File: config.mk
export PLATFORM = sky130hd
export DESIGN_NAME = slot_machine_core
export DESIGN_NICKNAME = d
export VERILOG_FILES = /design/src/rtl/slot_pkg.sv /design/src/rtl/slot_reel.sv /design/src/rtl/slot_machine_core.sv
export SDC_FILE = /design/constraint.sdc
export NUM_CORES = 1
export LEC_CHECK = 0
export CORE_MARGIN = 3
export CORE_UTILIZATION = 35
export CTS_CLUSTER_SIZE = 40
export DETAILED_ROUTE_END_ITERATION = 16
export GPL_TIMING_DRIVEN = 0
export SETUP_SLACK_MARGIN = 0.1
export SKIP_CTS_REPAIR_TIMING = 1
export SLEW_MARGIN = 0
export SYNTH_ARGS = -nofsm -noshare
export SYNTH_HDL_FRONTEND = slang
export SYNTH_SLANG_ARGS = --single-unit
File: constraint.sdc
create_clock -name clk -period 2.9 [get_ports clk]
set_input_delay 0.87 -clock clk [delete_from_list [all_inputs] [get_ports clk]]
set_output_delay 0.87 -clock clk [all_outputs]
set_load 0.05 [all_outputs]
File: src/rtl/slot_pkg.sv
`default_nettype none
// ------------------------------------------------------------------------
// slot_pkg : shared states, win modes, payouts and LFSR constants. Rev 1.0
// ------------------------------------------------------------------------
package slot_pkg;

  typedef enum logic [1:0] {
    IDLE   = 2'd0,
    SPIN   = 2'd1,
    EVAL   = 2'd2,
    RESULT = 2'd3
  } state_e;

  typedef enum logic [1:0] {
    MODE_CLASSIC = 2'd0,
    MODE_PAIRS   = 2'd1,
    MODE_JACKPOT = 2'd2,
    MODE_RSVD    = 2'd3
  } mode_e;

  localparam logic [7:0] PAY_ALL     = 8'd10;
  localparam logic [7:0] PAY_PAIR    = 8'd2;
  localparam logic [7:0] PAY_JACKPOT = 8'd50;
  localparam int         LUCKY_SYM   = 7;

  // Fibonacci taps 16,14,13,11 map to bits 15,13,12,10
  localparam logic [15:0] LFSR_SEED = 16'hACE1;
  localparam logic [15:0] LFSR_TAPS = 16'hB400;

  function automatic logic [15:0] lfsr_step(input logic [15:0] s);
    return {s[14:0], ^(s & LFSR_TAPS)};
  endfunction

endpackage
`default_nettype wire

File: src/rtl/slot_reel.sv
`default_nettype none
// ------------------------------------------------------------------------
// slot_reel : modulo-NUM_SYMBOLS reel counter advancing by STEP. Rev 1.0
// ------------------------------------------------------------------------
module slot_reel #(
  parameter int NUM_SYMBOLS = 10,
  parameter int SYM_W       = 4,
  parameter int STEP        = 1
) (
  input  logic             clk,
  input  logic             rst,
  input  logic             advance_i,
  output logic [SYM_W-1:0] sym_o
);

  localparam int C_W = SYM_W + 1;

  logic [SYM_W-1:0] sym_q, sym_d;
  logic [C_W-1:0]   w_sum;

  always_comb begin
    w_sum = {1'b0, sym_q} + C_W'(STEP);
    sym_d = sym_q;
    if (advance_i) begin
      if (w_sum >= C_W'(NUM_SYMBOLS)) begin
        sym_d = SYM_W'(w_sum - C_W'(NUM_SYMBOLS));
      end else begin
        sym_d = w_sum[SYM_W-1:0];
      end
    end
  end

  always_ff @(posedge clk) begin
    if (rst) begin
      sym_q <= '0;
    end else begin
      sym_q <= sym_d;
    end
  end

  assign sym_o = sym_q;

endmodule
`default_nettype wire

File: src/rtl/slot_machine_core.sv
`default_nettype none
// ------------------------------------------------------------------------
// slot_machine_core : staggered multi-reel slot machine with credits. Rev 1.0
// ------------------------------------------------------------------------
module slot_machine_core
  import slot_pkg::*;
#(
  parameter int NUM_REELS    = 3,
  parameter int NUM_SYMBOLS  = 10,
  parameter int SYM_W        = 4,
  parameter int SPIN_CYCLES  = 10,
  parameter int STOP_GAP     = 5,
  parameter int JITTER_BITS  = 0,
  parameter int CREDIT_W     = 8,
  parameter int INIT_CREDITS = 5
) (
  input  logic                       clk,
  input  logic                       rst,
  input  logic                       start_i,
  input  logic [1:0]                 mode_i,
  output logic [NUM_REELS*SYM_W-1:0] out_o,
  output logic                       busy_o,
  output logic                       done_o,
  output logic                       won_o,
  output logic [7:0]                 payout_o,
  output logic [CREDIT_W-1:0]        credits_o,
  output logic                       reject_o
);

  localparam int C_LEN_MAX = SPIN_CYCLES + (NUM_REELS - 1) * STOP_GAP + (1 << JITTER_BITS) - 1;
  localparam int C_CNT_W   = $clog2(C_LEN_MAX + 1);
  localparam int C_SUM_W   = ((CREDIT_W > 8) ? CREDIT_W : 8) + 1;
  localparam logic [C_SUM_W-1:0] C_CREDIT_MAX = {{(C_SUM_W - CREDIT_W){1'b0}}, {CREDIT_W{1'b1}}};

  state_e                state_q, state_d;
  mode_e                 mode_q, mode_d;
  logic [C_CNT_W-1:0]    cnt_q, cnt_d;
  logic [15:0]           lfsr_q, lfsr_d;
  logic [CREDIT_W-1:0]   credits_q, credits_d;
  logic [7:0]            payout_q, payout_d;
  logic                  won_q, won_d;
  logic                  done_q, done_d;
  logic                  busy_q, busy_d;
  logic                  reject_q, reject_d;

  logic                  w_accept;
  logic [C_CNT_W-1:0]    w_jitter;
  logic [C_CNT_W-1:0]    w_len [NUM_REELS];
  logic [SYM_W-1:0]      w_sym [NUM_REELS];
  logic                  w_all_eq, w_pair, w_lucky;
  logic [7:0]            w_payout;
  logic [C_SUM_W-1:0]    w_sum;

  // Jitter is frozen at acceptance so every reel sees the same extension.
  if (JITTER_BITS > 0) begin : g_jitter
    logic [JITTER_BITS-1:0] jit_q;
    always_ff @(posedge clk) begin
      if (rst) begin
        jit_q <= '0;
      end else if (w_accept) begin
        jit_q <= lfsr_q[JITTER_BITS-1:0];
      end
    end
    assign w_jitter = C_CNT_W'(jit_q);
  end else begin : g_no_jitter
    assign w_jitter = '0;
  end

  for (genvar i = 0; i < NUM_REELS; i++) begin : g_reel
    logic w_adv;
    assign w_len[i] = C_CNT_W'(SPIN_CYCLES + i * STOP_GAP) + w_jitter;
    assign w_adv    = (state_q == SPIN) && (cnt_q < w_len[i]);

    slot_reel #(
      .NUM_SYMBOLS (NUM_SYMBOLS),
      .SYM_W       (SYM_W),
      .STEP        ((i + 1) % NUM_SYMBOLS)
    ) u_reel (
      .clk       (clk),
      .rst       (rst),
      .advance_i (w_adv),
      .sym_o     (w_sym[i])
    );

    assign out_o[i*SYM_W +: SYM_W] = w_sym[i];
  end

  always_comb begin
    w_all_eq = 1'b1;
    w_pair   = 1'b0;
    for (int i = 1; i < NUM_REELS; i++) begin
      if (w_sym[i] != w_sym[0])   w_all_eq = 1'b0;
      if (w_sym[i] == w_sym[i-1]) w_pair   = 1'b1;
    end
    w_lucky  = w_all_eq && (w_sym[0] == SYM_W'(LUCKY_SYM));
    w_payout = '0;
    case (mode_q)
      MODE_PAIRS: begin
        if (w_all_eq)    w_payout = PAY_ALL;
        else if (w_pair) w_payout = PAY_PAIR;
      end
      MODE_JACKPOT: begin
        if (w_lucky)       w_payout = PAY_JACKPOT;
        else if (w_all_eq) w_payout = PAY_ALL;
      end
      default: begin
        if (w_all_eq) w_payout = PAY_ALL;
      end
    endcase
    w_sum = C_SUM_W'(credits_q) + C_SUM_W'(w_payout);
  end

  always_comb begin
    state_d   = state_q;
    mode_d    = mode_q;
    cnt_d     = cnt_q;
    credits_d = credits_q;
    payout_d  = payout_q;
    won_d     = won_q;
    done_d    = 1'b0;
    reject_d  = 1'b0;
    busy_d    = (state_q == SPIN);
    w_accept  = 1'b0;
    lfsr_d    = lfsr_step(lfsr_q);

    case (state_q)
      IDLE, RESULT: begin
        if (start_i) begin
          if (credits_q != '0) begin
            w_accept  = 1'b1;
            state_d   = SPIN;
            mode_d    = mode_e'(mode_i);
            cnt_d     = '0;
            credits_d = credits_q - CREDIT_W'(1);
            won_d     = 1'b0;
            payout_d  = '0;
          end else begin
            reject_d  = 1'b1;
          end
        end
      end
      SPIN: begin
        cnt_d = cnt_q + C_CNT_W'(1);
        if (cnt_q == w_len[NUM_REELS-1] - C_CNT_W'(1)) state_d = EVAL;
      end
      EVAL: begin
        state_d   = RESULT;
        payout_d  = w_payout;
        won_d     = (w_payout != '0);
        done_d    = 1'b1;
        credits_d = (w_sum > C_CREDIT_MAX) ? {CREDIT_W{1'b1}} : w_sum[CREDIT_W-1:0];
      end
      default: state_d = IDLE;
    endcase
  end

  always_ff @(posedge clk) begin
    if (rst) begin
      state_q   <= IDLE;
      mode_q    <= MODE_CLASSIC;
      cnt_q     <= '0;
      lfsr_q    <= LFSR_SEED;
      credits_q <= CREDIT_W'(INIT_CREDITS);
      payout_q  <= '0;
      won_q     <= 1'b0;
      done_q    <= 1'b0;
      busy_q    <= 1'b0;
      reject_q  <= 1'b0;
    end else begin
      state_q   <= state_d;
      mode_q    <= mode_d;
      cnt_q     <= cnt_d;
      lfsr_q    <= lfsr_d;
      credits_q <= credits_d;
      payout_q  <= payout_d;
      won_q     <= won_d;
      done_q    <= done_d;
      busy_q    <= busy_d;
      reject_q  <= reject_d;
    end
  end

  assign busy_o    = busy_q;
  assign done_o    = done_q;
  assign won_o     = won_q;
  assign payout_o  = payout_q;
  assign credits_o = credits_q;
  assign reject_o  = reject_q;

endmodule
`default_nettype wire

==> flow_summary.json, run 1 <==
{
  "chain_of_cells_forming_the_critical_path": "buf_6 > xor2_1 > or4_4 > or2_4 > a21oi_4 > ha_4 > a311o_1 > a21oi_4 > mux2_4 > mux2i_1 > a211oi_1",
  "number_of_enable_type_register_cells_in_the_synthesized_netlist": 0,
  "num_io_pins": 37,
  "dominant_delay_contributor_by_cell_family_on_the_critical_path": "simple AND/OR/NAND/NOR gates",
  "max_slew.worst_pin.slew_ns": 0.652,
  "clock_buffer_count_from_cts": 5,
  "timing.critical_path.to_type": "flip-flop",
  "arrival_ns": 3.13,
  "synth_area_leaders": "sky130_fd_sc_hd__dfxtp_1, sky130_fd_sc_hd__ha_1, sky130_fd_sc_hd__nor2_1, sky130_fd_sc_hd__xnor2_1, sky130_fd_sc_hd__a21oi_1",
  "synth.cell_area_um2": 2520,
  "path_depth": 11,
  "io_buffer_count": 30,
  "synth_most_common_cell": "sky130_fd_sc_hd__nor2_1",
  "total_of_flip_flops_plus_latches_after_synthesis": 35,
  "synth_async_sr_flop_share_pct": 0,
  "finalHoldViolCount": 0,
  "cts_max_path_buffers": 2,
  "drcViolationCount": 0,
  "multiInputGateArea_um2": 1710,
  "gp_congestion": 0.882,
  "initial_core_util_pct": 36.5,
  "global_route_wire_length_before_repair_um": 10400,
  "clock_latency_ns": 0.29,
  "timing.final.crit_period_ns": 2.99,
  "height_of_the_die_um": 90.9,
  "finalNetCount": 393,
  "worst-setup-path-type": "flip-flop to flip-flop",
  "crit_slowest_cell": "sky130_fd_sc_hd__or4_4",
  "worst-endpoint-required_ns": 3.03,
  "cts_tree": "done",
  "syn_to_final_growth_pct": 27.0,
  "core-area_um2": 6910,
  "htreeDepth": 2,
  "synth_largest_type_area_fraction_pct": 27.8,
  "finalWirelength_um": 6180,
  "design.die.area_um2": 8270,
  "max_freq_mhz": 334,
  "setup.worst_path.start_class": "flip-flop",
  "clock_sink_count": 35,
  "drt_iter0_markers": 118,
  "post_synth.cell_area_avg_um2": 7.89,
  "synth_commonest_cells": "sky130_fd_sc_hd__nor2_1, sky130_fd_sc_hd__dfxtp_1, sky130_fd_sc_hd__a21oi_1",
  "netlist_instances": 320,
  "outcome": "finished, violations left",
  "antenna_cells_inserted": 0,
  "crit_path_frequent_cell": "sky130_fd_sc_hd__a21oi_4",
  "min_path_type": "flip-flop to flip-flop",
  "worst_ir_drop_on_vdd_mv": 0.260,
  "synth_sequential_area_ratio_pct": 27.8,
  "rsz0062_at_grt": "true",
  "via_per_inst": 5.10,
  "setup.reg_to_reg.worst_slack_ns": -0.09,
  "die_w_um": 90.9,
  "startpoint_of_the_lowest_slack_hold_path": "won_o",
  "min_delay_path_depth": 2,
  "largest_net_degree_at_the_start_of_global_routing": 12,
  "layout-drive-gt1-share_pct": 14.7,
  "path_clk_slew_ns": 0.08,
  "ys_dominant_reg_cell": "sky130_fd_sc_hd__dfxtp_1",
  "worst_slack_ns": -0.0948,
  "clockRootBuffer": "sky130_fd_sc_hd__clkbuf_8",
  "dpl.cell_count": 450,
  "post_layout_nonfiller_instances": 464,
  "num_vias": 2365,
  "timing.critical_path.fanout_max": 5,
  "holdPathEnd": "won_o",
  "yosys_warnings": 0,
  "setup_violations": 3,
  "cpPeakStageDelay_ns": 0.52,
  "reg2reg_depth": 11,
  "drt-pass1-iter-count": 4,
  "detailed_place_hpwl_um": 4510,
  "seqCellArea_um2": 717,
  "placement_rows": 30,
  "max-slew-margin-rel_pct": 56.6,
  "detail-route-antenna-nets": 0,
  "power_leakage_nw": 1.22,
  "final_clock_skew_ns": 0.0112,
  "report.final.slew_viol_count": 0,
  "final_cycle_utilization_of_the_critical_path_pct": 103,
  "timing.max_cap.violations": 0,
  "vias_in_the_first_global_route": 2185,
  "post-place-ws_ns": -0.247,
  "timing.critical_path.buf_inv": 1,
  "violations": "negative setup slack",
  "final.fill_count": 703,
  "globalRouteOverflowTotal": 0,
  "grt_antenna_before_repair": 0,
  "route.detailed.wl_per_inst_um": 13.3,
  "grtUsageTotal_pct": 15.2,
  "synth_area_leader_cell": "sky130_fd_sc_hd__dfxtp_1",
  "power_density_nw_per_um2": 1030,
  "synth_cell_types": 51,
  "rr_endpoint": "credits_o[6]",
  "crit-reg2reg-launch": "g_reel[0].u_reel.sym_o[1]"
}
-- stage by stage --
step	area, um^2	utilization (%)	TNS (ns)	power, W	hold WS [ns]
after floorplan	2560	-	-0.214	0.00231	0.465
after global placement	2990	43.2	-0.974	0.00276	0.445
after detailed placement	2990	43.2	-1.13	0.00279	0.450
after CTS	3080	44.5	-1.22	0.00318	0.461
after global routing	3210	46.4	-0.919	0.00357	0.489
final	3210	46.4	-0.148	0.00330	0.458
-- final cells by class --
type	instances	area share, %
clock inverters	1	0.156
inverters	17	1.99
well taps	96	3.75
multi-input cells	245	53.2
repair buffers	36	11.0
clock buffers	7	2.69
plain buffers	27	4.84
flip-flops and latches	35	22.4
-- state kept, by name (all words and copies together), names as in the netlist --
register	flops
cnt_q	5
g_reel.u_reel.sym_o	11
reject_o	1
done_o	1
busy_o	1
credits_o	8
payout_o	3
won_o	1
mode_q	2
state_q	2
-- tightest hold or removal path, cell delays in order (launching register included) --
cell and delay [ns]:
sky130_fd_sc_hd__dfxtp_1 0.32, sky130_fd_sc_hd__nand2_1 0.05, sky130_fd_sc_hd__a21oi_1 0.05
-- worst max path at each step --
stage                               from           end  slack (ns)
2_1_floorplan  g_reel[0].u_reel.sym_o[1]  credits_o[6]       -0.12
3_3_place_gp   g_reel[0].u_reel.sym_o[1]  credits_o[6]       -0.22
3_5_place_dp   g_reel[0].u_reel.sym_o[1]  credits_o[0]       -0.25
4_1_cts        g_reel[0].u_reel.sym_o[1]  credits_o[0]       -0.26
5_1_grt        g_reel[0].u_reel.sym_o[1]  credits_o[6]       -0.22
6_report       g_reel[0].u_reel.sym_o[1]  credits_o[6]       -0.09
-- per-layer routing --
metal  vias up  global-route usage [%]  wire, um
met5         -                       0         0
met4         0                    3.39        46
met3         4                    2.75       264
met2        48                    24.7      2910
met1      1111                    20.9      2960
li1       1202                       -         -
-- power by group --
part / internal, W / total, W / switching [W]
Clock: 0.000192 / 0.000380 / 0.000188
Combinational: 0.000892 / 0.00216 / 0.00126
Sequential: 0.000611 / 0.000764 / 0.000154
Total: 0.00170 / 0.00330 / 0.00160
-- kinds of logic after synthesis --
group | synth area share, %
other | 0.149
adders and majority gates | 10.4
muxes | 2.08
xor gates and xnor gates | 7.64
DFF | 27.8
and+or+nand+nor | 23.1
buffers and inverters | 8.68
AOI/OAI and AO/OA | 20.2
-- cell usage in the layout, fill, tap and decap left out, types with 2 or more instances in the layout --
cell type,instances
sky130_fd_sc_hd__a311o_1,3
sky130_fd_sc_hd__nor3_1,15
sky130_fd_sc_hd__mux2i_1,3
sky130_fd_sc_hd__a21oi_4,2
sky130_fd_sc_hd__dfxtp_2,4
sky130_fd_sc_hd__a211oi_1,10
sky130_fd_sc_hd__xor2_1,7
sky130_fd_sc_hd__clkbuf_8,6
sky130_fd_sc_hd__o221a_2,2
sky130_fd_sc_hd__xnor2_1,15
sky130_fd_sc_hd__a21oi_1,19
sky130_fd_sc_hd__dfxtp_1,28
sky130_fd_sc_hd__nand2b_1,6
sky130_fd_sc_hd__buf_4,13
sky130_fd_sc_hd__ha_1,20
sky130_fd_sc_hd__and2_1,5
sky130_fd_sc_hd__o211ai_1,2
sky130_fd_sc_hd__a31oi_1,6
sky130_fd_sc_hd__nor3b_1,2
sky130_fd_sc_hd__buf_6,3
sky130_fd_sc_hd__and3_1,4
sky130_fd_sc_hd__o21a_1,2
sky130_fd_sc_hd__nor2b_1,5
sky130_fd_sc_hd__o21ai_0,13
sky130_fd_sc_hd__or4_4,2
sky130_fd_sc_hd__nor2_1,37
sky130_fd_sc_hd__conb_1,5
sky130_fd_sc_hd__inv_1,17
sky130_fd_sc_hd__clkdlybuf4s50_1,30
sky130_fd_sc_hd__dfxtp_4,3
sky130_fd_sc_hd__or2_2,2
sky130_fd_sc_hd__nor4_1,4
sky130_fd_sc_hd__nand3_1,3
sky130_fd_sc_hd__nor3_2,4
sky130_fd_sc_hd__nand2_1,19
sky130_fd_sc_hd__nand3b_1,2
sky130_fd_sc_hd__clkbuf_1,15
sky130_fd_sc_hd__nand4_1,3
sky130_fd_sc_hd__o31ai_1,2
(Power assumes the default switching activity.)
==> inputs of run 2 (changes only) <==
Settings changed: SLEW_MARGIN 0 to default, SYNTH_HIERARCHICAL from default to 1.
==> flow_summary.json, run 2 <==
{
  "synth_area_leader_cell": "sky130_fd_sc_hd__dfxtp_1",
  "num_vias": 2459,
  "power_leakage_nw": 1.20,
  "timing.final.crit_period_ns": 2.64,
  "worst_slack_ns": 0.262,
  "synth_commonest_cells": "sky130_fd_sc_hd__dfxtp_1, sky130_fd_sc_hd__nor2_1, sky130_fd_sc_hd__ha_1",
  "clock_buffer_count_from_cts": 5,
  "rr_endpoint": "credits_o[0]",
  "reg2reg_depth": 9,
  "max-slew-margin-rel_pct": 36.2,
  "postPlaceCellArea_um2": 3080,
  "drcViolationCount": 0,
  "globalRouteOverflowTotal": 0,
  "detail-route-antenna-nets": 0,
  "max_freq_mhz": 379,
  "grtUsageTotal_pct": 15.2,
  "global_route_wire_length_before_repair_um": 10600,
  "htreeDepth": 2,
  "cts_tree": "done",
  "clock_sink_count": 35,
  "timing.critical_path.to_type": "flip-flop",
  "cts_max_path_buffers": 2,
  "gp_congestion": 0.879,
  "placement_rows": 30,
  "finalHoldViolCount": 0,
  "post_synth.cell_area_avg_um2": 8.21,
  "hold_slack_ns": 0.451,
  "synth.cell_area_um2": 2630,
  "chain_of_cells_forming_the_critical_path": "inv_1 > ha_1 > nor3_1 > nor3_1 > ha_1 > a31o_2 > o221ai_1 > nand2_1 > a311o_1",
  "post_layout_nonfiller_instances": 458,
  "layout_common_cells": "sky130_fd_sc_hd__clkdlybuf4s50_1, sky130_fd_sc_hd__nor2_1, sky130_fd_sc_hd__dfxtp_1",
  "arrival_ns": 2.83,
  "worst-endpoint-required_ns": 3.09,
  "die_w_um": 92.6,
  "drt-pass1-iter-count": 4,
  "number_of_enable_type_register_cells_in_the_synthesized_netlist": 0,
  "final.fill_count": 699,
  "rsz0062_at_grt": "false",
  "finalNetCount": 387,
  "clockRootBuffer": "sky130_fd_sc_hd__clkbuf_8",
  "io_buffer_count": 31,
  "largest_register_ffs": 11,
  "syn_to_final_growth_pct": 21.3,
  "detailed_place_hpwl_um": 4650,
  "setup.reg_to_reg.worst_slack_ns": 0.26,
  "worst-setup-path-type": "flip-flop to flip-flop",
  "final_cycle_utilization_of_the_critical_path_pct": 91.0,
  "outcome": "finished clean",
  "timing.critical_path.fanout_max": 4,
  "setup.worst_path.start_class": "flip-flop",
  "mostFrequentLayoutCell": "sky130_fd_sc_hd__clkdlybuf4s50_1",
  "clock_latency_ns": 0.29,
  "dominant_delay_contributor_by_cell_family_on_the_critical_path": "compound AO/OA/AOI/OAI gates",
  "final_clock_skew_ns": 0.0156,
  "setup_violations": 0,
  "dpl.cell_count": 450,
  "worst_setup_path_startpoint": "mode_q[0]",
  "max_slew.worst_pin.slew_ns": 0.954,
  "synth_cell_types": 66,
  "drt_iter0_markers": 107,
  "via_per_inst": 5.37,
  "initial_core_util_pct": 37.4,
  "crit-reg2reg-launch": "mode_q[0]",
  "netlist_instances": 320,
  "layout.cell_area.non_filler_um2": 3190,
  "synth_most_common_cell": "sky130_fd_sc_hd__dfxtp_1",
  "post-place-ws_ns": 0.108,
  "timing.max_cap.violations": 0,
  "design.die.area_um2": 8580,
  "largest_net_degree_at_the_start_of_global_routing": 23,
  "synth_area_leaders": "sky130_fd_sc_hd__dfxtp_1, sky130_fd_sc_hd__ha_1, sky130_fd_sc_hd__xnor2_1, sky130_fd_sc_hd__nor2_1, sky130_fd_sc_hd__a21oi_1",
  "grt_antenna_before_repair": 0,
  "synth_sequential_area_ratio_pct": 26.7,
  "finalWirelength_um": 6390,
  "min_path_type": "flip-flop to flip-flop",
  "core-area_um2": 7020,
  "antenna_cells_inserted": 0,
  "height_of_the_die_um": 92.6,
  "power_density_nw_per_um2": 950,
  "worst_ir_drop_on_vdd_mv": 0.541,
  "total_of_flip_flops_plus_latches_after_synthesis": 35,
  "route.detailed.wl_per_inst_um": 13.9,
  "totalNegativeSetupSlack_ns": 0,
  "num_io_pins": 37,
  "yosys_warnings": 6,
  "timing.critical_path.buf_inv": 1,
  "cpPeakStageDelay_ns": 0.36,
  "path_depth": 9,
  "seqCellArea_um2": 714,
  "path_clk_slew_ns": 0.08,
  "synth_async_sr_flop_share_pct": 0,
  "critPathCapture": "credits_o[0]",
  "ys_dominant_reg_cell": "sky130_fd_sc_hd__dfxtp_1",
  "synth_largest_type_area_fraction_pct": 26.7,
  "report.final.slew_viol_count": 0,
  "multiInputGateArea_um2": 1790,
  "layout-drive-gt1-share_pct": 14.1,
  "crit_slowest_cell": "sky130_fd_sc_hd__a311o_1",
  "vias_in_the_first_global_route": 2192
}
run 2: cell families (layout without fill, tap and decap cells):
logic type	count (synthesis)	after routing	share of synthesized area (%)
DFF	35	35	26.7
adders and majority gates	21	21	10.0
muxes	6	6	2.67
and+or+nand+nor	117	117	24.2
other	2	5	0.286
xor gates and xnor gates	22	22	7.34
buffers and inverters	37	76	6.53
AOI/OAI and AO/OA	80	80	22.3
run 2: routing by layer:
| metal | up-vias | global-route usage (%) | share of wire [%] |
|---|---|---|---|
| met4 | 0 | 4.52 | 0.88 |
| li1 | 1233 | - | - |
| met2 | 65 | 24.0 | 46 |
| met3 | 5 | 2.76 | 4.7 |
| met5 | - | 0 | 0 |
| met1 | 1156 | 21.0 | 48 |
run 2: how the worst min path moves through the flow:
stage,startpoint,to,slack [ns],depth (start not counted)
3_3_place_gp,payout_o[3],payout_o[3],0.45,2
3_5_place_dp,payout_o[3],payout_o[3],0.45,2
2_1_floorplan,state_q[1],state_q[1],0.47,2
4_1_cts,payout_o[3],payout_o[3],0.46,2
5_1_grt,payout_o[3],payout_o[3],0.49,2
6_report,payout_o[3],payout_o[3],0.45,2
run 2: metrics by stage:
step,utilization [%],power (W)
after CTS,45.1,0.00304
final,45.4,0.00303
after global routing,45.4,0.00327
after detailed placement,43.9,0.00267
after floorplan,-,0.00219
after global placement,43.9,0.00264
run 2: area by class of cell:
type | count | share of cell area (%)
buffer | 17 | 3.02
clock buffer | 6 | 2.28
clock inverter | 2 | 0.393
inverter | 20 | 2.36
multi-input combinational | 251 | 56.0
sequential | 35 | 22.4
tap | 96 | 3.77
timing repair buffer | 31 | 9.74
run 2: worst min-delay path: stages, from the launching register on:
cell and delay [ns]:
sky130_fd_sc_hd__dfxtp_1 0.31, sky130_fd_sc_hd__nand2_1 0.05, sky130_fd_sc_hd__a21oi_1 0.05
run 2: power by group:
group | switching, W | leakage [nW] | internal, W | total [W]
Clock | 0.000190 | 0.0412 | 0.000168 | 0.000358
Combinational | 0.00116 | 0.865 | 0.000717 | 0.00188
Sequential | 0.000194 | 0.290 | 0.000600 | 0.000794
